==> config.mk <==
export PLATFORM = sky130hd
export DESIGN_NAME = apb_mem_slave
export DESIGN_NICKNAME = d
export VERILOG_FILES = /design/src/rtl/apb_mem_slave.sv
export SDC_FILE = /design/constraint.sdc
export NUM_CORES = 2
export LEC_CHECK = 0
export ABC_AREA = 1
export CAP_MARGIN = 40
export CORE_ASPECT_RATIO = 1.5
export CORE_UTILIZATION = 35
export DETAILED_ROUTE_END_ITERATION = 6
export PLACE_DENSITY_LB_ADDON = 0.12
export SLEW_MARGIN = 10
export SYNTH_ARGS = -nofsm -noshare
export SYNTH_HDL_FRONTEND = slang
export SYNTH_SLANG_ARGS = --single-unit
==> constraint.sdc <==
create_clock -name clk -period 67.8 [get_ports clk]
set_input_delay 13.56 -clock clk [delete_from_list [all_inputs] [get_ports clk]]
set_output_delay 13.56 -clock clk [all_outputs]
set_load 0.03 [all_outputs]
==> src/rtl/apb_mem_slave.sv <==
// ---------------------------------------------------------------------------
// apb_mem_slave
//
// APB slave that fronts a small register-file memory of DEPTH words, each
// 21 bits wide. A transfer is one setup cycle followed by one or more access
// cycles. The address, direction and write data are captured at the setup
// edge, so the master may change PADDR/PWDATA during the access phase
// without affecting the transfer. Addresses at or beyond DEPTH complete
// with PSLVERR set, return zero read data and never modify memory.
//
// Configuration macro: APB_SLV_WAIT_EN
//   defined   : a wait counter inserts WAIT_CYCLES wait states per transfer
//   undefined : every transfer is zero-wait and WAIT_CYCLES is ignored
//
// Parameters
//   DEPTH       number of 21-bit words, 1..256
//   WAIT_CYCLES access-phase wait states per transfer, 0..15
//
// Ports
//   clk      in   rising-edge clock
//   reset    in   asynchronous active-high reset, also clears the memory
//   PSEL     in   slave select
//   PENABLE  in   access-phase strobe
//   PWRITE   in   1 = write, 0 = read
//   PADDR    in   [7:0]  word address
//   PWDATA   in   [20:0] write data
//   PRDATA   out  [20:0] read data, zero unless a good read is completing
//   PREADY   out  transfer complete (combinational)
//   PSLVERR  out  transfer error, meaningful only while PREADY is high
// ---------------------------------------------------------------------------
module apb_mem_slave #(
  parameter int DEPTH       = 64,
  parameter int WAIT_CYCLES = 2
) (
  input  logic        clk,
  input  logic        reset,
  input  logic        PSEL,
  input  logic        PENABLE,
  input  logic        PWRITE,
  input  logic [7:0]  PADDR,
  input  logic [20:0] PWDATA,
  output logic [20:0] PRDATA,
  output logic        PREADY,
  output logic        PSLVERR
);

  localparam logic [0:0] ST_IDLE   = 1'b0;
  localparam logic [0:0] ST_ACCESS = 1'b1;

  localparam int         AW        = (DEPTH > 1) ? $clog2(DEPTH) : 1;
  localparam logic [8:0] DEPTH_W   = 9'(DEPTH);

  // Elaboration-time range checks; an out-of-range parameter creates a
  // visibly named empty scope that shows up in the hierarchy.
  if (DEPTH < 1 || DEPTH > 256) begin : g_bad_depth
  end
  if (WAIT_CYCLES < 0 || WAIT_CYCLES > 15) begin : g_bad_wait_cycles
  end

  logic [0:0]  state_q, state_d;
  logic [7:0]  addr_q, addr_d;
  logic        write_q, write_d;
  logic [20:0] wdata_q, wdata_d;
  logic [3:0]  count_q;
  logic [20:0] mem_q [DEPTH];
  logic [20:0] mem_d [DEPTH];

  logic          addr_err;
  logic          commit;
  logic [AW-1:0] mem_idx;

`ifdef APB_SLV_WAIT_EN
  logic [3:0] count_d;

  always_ff @(posedge clk or posedge reset) begin
    if (reset) begin
      count_q <= '0;
    end else begin
      count_q <= count_d;
    end
  end
`else
  // Without the wait feature the counter is a constant zero, so PREADY
  // rises in the first access cycle of every transfer.
  assign count_q = '0;
`endif

  assign addr_err = ({1'b0, addr_q} >= DEPTH_W);
  assign mem_idx  = addr_q[AW-1:0];

  // Completion qualification and error/read-data outputs, all combinational
  // so they drop immediately on reset or when the master releases PSEL.
  always_comb begin
    PREADY  = (state_q == ST_ACCESS) && (count_q == 4'd0) && PSEL && PENABLE;
    PSLVERR = PREADY && addr_err;
    commit  = PREADY && write_q && !addr_err;
    PRDATA  = '0;
    if (PREADY && !write_q && !addr_err) begin
      PRDATA = mem_q[mem_idx];
    end
  end

  // Next-state logic. An access phase with PSEL low is treated as a master
  // abort; PSEL high with PENABLE low while in ACCESS simply holds.
  always_comb begin
    state_d = state_q;
    addr_d  = addr_q;
    write_d = write_q;
    wdata_d = wdata_q;
`ifdef APB_SLV_WAIT_EN
    count_d = count_q;
`endif
    case (state_q)
      ST_IDLE: begin
        if (PSEL && !PENABLE) begin
          state_d = ST_ACCESS;
          addr_d  = PADDR;
          write_d = PWRITE;
          wdata_d = PWDATA;
`ifdef APB_SLV_WAIT_EN
          count_d = 4'(WAIT_CYCLES);
`endif
        end
      end
      default: begin
        if (!PSEL) begin
          state_d = ST_IDLE;
        end else if (PENABLE) begin
          if (count_q == 4'd0) begin
            state_d = ST_IDLE;
          end else begin
`ifdef APB_SLV_WAIT_EN
            count_d = count_q - 4'd1;
`endif
          end
        end
      end
    endcase
  end

  always_comb begin
    mem_d = mem_q;
    if (commit) begin
      mem_d[mem_idx] = wdata_q;
    end
  end

  always_ff @(posedge clk or posedge reset) begin
    if (reset) begin
      state_q <= ST_IDLE;
      addr_q  <= '0;
      write_q <= 1'b0;
      wdata_q <= '0;
      for (int i = 0; i < DEPTH; i++) begin
        mem_q[i] <= '0;
      end
    end else begin
      state_q <= state_d;
      addr_q  <= addr_d;
      write_q <= write_d;
      wdata_q <= wdata_d;
      mem_q   <= mem_d;
    end
  end

endmodule

## After elaboration in Yosys (flattened, before gate mapping)

Index checks and enable logic that the tools add are counted.

| storage, ports and cells | value |
|---|---|
| bits in registers | 1375 |
| latch bits | 0 |
| memory bits (writable) | 0 |
| ROM bits | 0 |
| input bits | 34 |
| logic and storage cells | 97 |
| memories kept | 0 |

| operators by class | value |
|---|---|
| $add $sub $neg | 0 |
| $mul | 0 |
| divide/modulo/power cells | 0 |
| $lt $le $gt $ge | 3 |
| eq/ne operators | 0 |
| shift-type cells | 0 |
| mux-type cells | 11 |
| bitwise operators | 2 |
| reductions and logical operators | 13 |

Operators by type and width:

| operator | count |
|---|---|
| bitwise mux 1344 bit | 1 |
| binary-select mux 21 bit (select 6 bit) | 1 |
| demux 21 bit (select 6 bit) | 1 |
| two-way mux 21 bit | 4 |
| logical AND 1 bit | 9 |
| >= comparator 8 x 7 -> 1 bit, second input constant | 1 |
| >= comparator 7 bit, second input constant | 1 |
| < comparator 7 x 1 -> 1 bit, second input constant | 1 |
| NOT 6 -> 7 bit | 1 |
| two-way mux 1 bit | 4 |
| logical NOT 1 bit | 3 |
| AND reduction 2 bit | 1 |
| NOT 1 bit | 1 |

## Longest topological paths before layout

| depth | value |
|---|---|
| word-level depth | 6 |
| mapped depth | 15 |

## Worst setup path after synthesis

OpenSTA, ideal clock, no wires.

| path | value |
|---|---|
| path type | input-to-output |
| start | in PENABLE |
| end | out PRDATA[0] |
| arrival time | 14.992 ns |
| data required time | 54.240 ns |
| setup slack | 39.248 ns |
| stages | 7 |
| path through | inv_1 > nor3_4 > inv_1 > nor2_1 > nand2_1 > clkbuf_1 > a21oi_1 |

| between the ends | value |
|---|---|
| word-level cells in the longest chain between the ends | 4 |

RTL lines:

| item | RTL line | text |
|---|---|---|
| start, declared | 38 | `input logic PENABLE,` |
| logical AND 1 bit | 94 | `PREADY = (state_q == ST_ACCESS) && (count_q == 4'd0) && PSEL && PENABLE;` |
| net PREADY | 43 | `output logic PREADY,` |
| logical AND 1 bit (2 in a row) | 98 | `if (PREADY && !write_q && !addr_err) begin` |
| two-way mux 21 bit | 98 |  |
| end, declared | 42 | `output logic [20:0] PRDATA,` |

The timed path passes the listed nets, and every way through them passes these cells.

## Worst setup path in the final report

| path | value |
|---|---|
| start | in PENABLE |
| end | out PRDATA[9] |

| between the ends | value |
|---|---|
| word-level cells in the longest chain between the ends | 4 |

RTL lines:

| item | RTL line |
|---|---|
| logical AND 1 bit | 94 |
| logical AND 1 bit (2 in a row) | 98 |
| two-way mux 21 bit | 98 |

Every way passes these cells.

==> results.py <==
metrics = {
    "status": {
        "status": "finished clean",
    },
    "setup_path": {
        "crit_path_cell_trace": "clkdlybuf4s50_1, inv_1, nor3_4, inv_1, nor2_1, nand2_1, buf_4, a21oi_1, clkdlybuf4s50_1",
        "critPathLaunch": "PENABLE",
        "cp.required_ps": 54240,
        "rr_startpoint": "addr_q[0]",
        "end_kind": "output pin",
        "cp_top_family": "buffers and inverters",
        "cp_max_fo": 21,
        "cp_slowest_cell": "clkdlybuf4s50_1",
        "arrival_ps": 15780,
        "worst-path-buf-inv": 5,
        "crit_type": "in2out",
        "start_kind": "input pin",
        "critPathMaxStageDelay_ps": 700,
    },
    "sta": {
        "period_share": 0.433,
        "fin_crit_ps": 29340,
        "skew_ps": 38.6,
        "finalSetupViolCount": 0,
        "final-hold-violation-count": 0,
        "finalWorstSetupSlack_ps": 38460,
        "relSlewSlack": 0.141,
        "worst_pin_slew_ps": 1290,
        "clock.fmax_mhz": 34.1,
        "rsz0062_at_grt": "false",
        "setup_tns_ps": 0,
        "drv_slew": 0,
    },
    "placed_design": {
        "dp_slack_ps": 38430,
        "globalplace.congestion": 0.826,
        "dp.cells": 10700,
        "io_buffer_count": 56,
        "hpwl_microns": 129000,
    },
    "synthesis": {
        "yosysSeqAreaShare": 0.536,
        "synth_cells": 8755,
        "yosysUniqueCellTypes": 21,
        "synthTopCellsByArea": "dfrtp_1 54%, nand2_1 30%, o21ai_0 9.4%",
        "synthesis.nets": 8789,
        "yosysTopAreaCell": "dfrtp_1",
        "synth_top_area_share": 0.536,
        "synth_area_sq_um": 64200,
        "synth_seq_cells": 1375,
        "yosysWarnings": 0,
        "syn_avg_cell_area_sq_um": 7.33,
    },
    "global_route": {
        "grt_pass1_wl_microns": 340000,
        "track_usage": 0.242,
        "antenna_found_initial": 7,
        "grt_overflow": 0,
        "grt_pass1_vias": 52400,
        "grt_max_degree": 186,
    },
    "routing": {
        "first_pass_iters": 5,
        "finalWirelength_microns": 222000,
        "ant_nets": 0,
        "wl_per_cell_microns": 20.2,
        "vias": 54500,
        "routed_via_density": 4.96,
        "drt_iter0_markers": 4287,
        "drc_errors": 0,
    },
    "floorplan": {
        "die_h_microns": 527,
        "core_region_area_sq_um": 182000,
        "die_w_microns": 352,
        "start_util": 0.352,
        "ios": 57,
        "rows": 192,
        "fp.dieArea_sq_um": 185000,
    },
    "cells_and_area": {
        "drive_above_1_share": 0.0576,
        "layoutNonFillerInstCount": 11000,
        "final_nets": 8489,
        "post-route-util": 0.398,
        "area_delta_synth_final_pct": 12.9,
    },
    "power": {
        "peakVddDrop_uv": 20.1,
        "power_mw": 1.91,
        "pwr_density_cell_nw_per_um2": 26.4,
        "p_leak_nw": 36.9,
    },
    "cts": {
        "htreeDepth": 4,
        "clock_latency_ps": 810,
        "cts_resized": 0,
        "clockBufferDepth": 4,
        "cts.clk_slew.worst_paths_ps": 60,
        "post-cts-setup-buffer-count": 0,
        "ctsRootBufferMaster": "clkbuf_16",
        "cts.hold.buffers_added": 0,
        "cts_tree": "yes",
        "cts.sinks": 1375,
        "cts_buffers": 156,
    },
    "flow_run": {
        "cap_viol_max_count": 0,
    },
    "min_path": {
        "worstHoldStart": "mem_q[853]",
        "hp-class": "reg2reg",
    },
}
==> worst register-to-register path: stages (launching register included) <==
cell and delay [ps]:
dfrtp_4 690, inv_8 680, buf_4 730, buf_12 600
nor4_4 500, buf_4 290, nand2_1 560, buf_4 430
o21ai_0 150
==> Yosys cell counts <==
cell type  instances
a21oi_1           48
buf_1             23
buf_2             58
buf_4              1
clkbuf_1         613
dfrtp_1         1375
inv_1             43
inv_2              1
mux2_2             3
nand2_1         5099
nand2_2           16
nand3_1            7
nand3_4            1
nor2_1            86
nor3_1             8
nor3_4             3
nor4_4             6
o211ai_1           8
o21ai_0         1200
o21ai_1          153
or2_2              3
==> registers in the layout (all words and copies together), names as in the netlist <==
| register | flops |
|---|---|
| addr_q | 8 |
| mem_q | 1344 |
| state_q | 1 |
| wdata_q | 21 |
| write_q | 1 |
==> where the power goes <==
part | total [mW] | switching (mW) | internal (mW)
sequential | 0.845 | 0.0106 | 0.835
combinational | 0.226 | 0.190 | 0.0356
clock | 0.840 | 0.348 | 0.492
total | 1.91 | 0.549 | 1.36
==> path summary, 6_finish.rpt <==
check	end	slack [ps]	cells after the start
hold reg to reg	mem_q[853]	480	2
max in group asynchronous	mem_q[581]	51540	6
setup reg to reg	mem_q[607]	63000	8
hold / removal	mem_q[853]	480	2
setup / recovery	PRDATA[9]	38460	9
min in group asynchronous	mem_q[1337]	13100	2
==> through the flow <==
| stage | cell area, sq um | hold WS (ps) |
|---|---|---|
| 2_1_floorplan | 64200 | 446 |
| 3_3_place_gp | 66300 | 464 |
| 3_5_place_dp | 67400 | 468 |
| 4_1_cts | 72400 | 482 |
| 5_1_grt | 72500 | 496 |
| 6_report | 72500 | 482 |
==> cells by family (layout without fill, tap and decap cells) <==
group	after synthesis	after routing	share of synthesized area
other cells	0	6	0
compound gates	1409	1409	0.110
mux	3	3	0.000526
buf+inv	739	548	0.0444
flops	1375	1375	0.536
simple gates	5229	5229	0.309
==> final cells by class <==
cell class                      instances  area [sq um]
Timing Repair Buffer                  237          2810
Sequential cell                      1375         34400
Clock inverter                         24           184
Tap cell                             2425          3030
Clock buffer                          243          4810
Fill cell                           19200        110000
Antenna cell                            6          15.0
Inverter                               44           193
Multi-Input combinational cell       6641         27000
==> placed cells by master, fill, tap and decap left out <==
cell,n
inv_1,19
o21ai_1,153
buf_12,23
dfrtp_4,3
nor4_4,6
a21oi_1,48
nor3_4,3
clkbuf_8,49
o211ai_1,8
or2_2,3
inv_2,21
nor2_1,86
nand2_1,5088
buf_4,126
inv_8,3
nand2_2,27
dfrtp_1,1372
nand3_4,1
inv_6,1
o21ai_0,1200
clkbuf_16,160
buf_6,1
bufinv_16,2
mux2_2,3
buf_16,29
diode_2,6
nor3_2,8
buf_8,2
nand3_1,7
clkinvlp_4,1
clkbuf_1,34
clkdlybuf4s50_1,56
clkinv_2,20
clkinv_8,1
==> metal layers <==
metal / wire, microns / global-route usage
met2: 106000 / 0.407
met1: 98200 / 0.319
met4: 7720 / 0.0823
met3: 9560 / 0.0285
met5: 18 / 0
(Power assumes the default switching activity.)
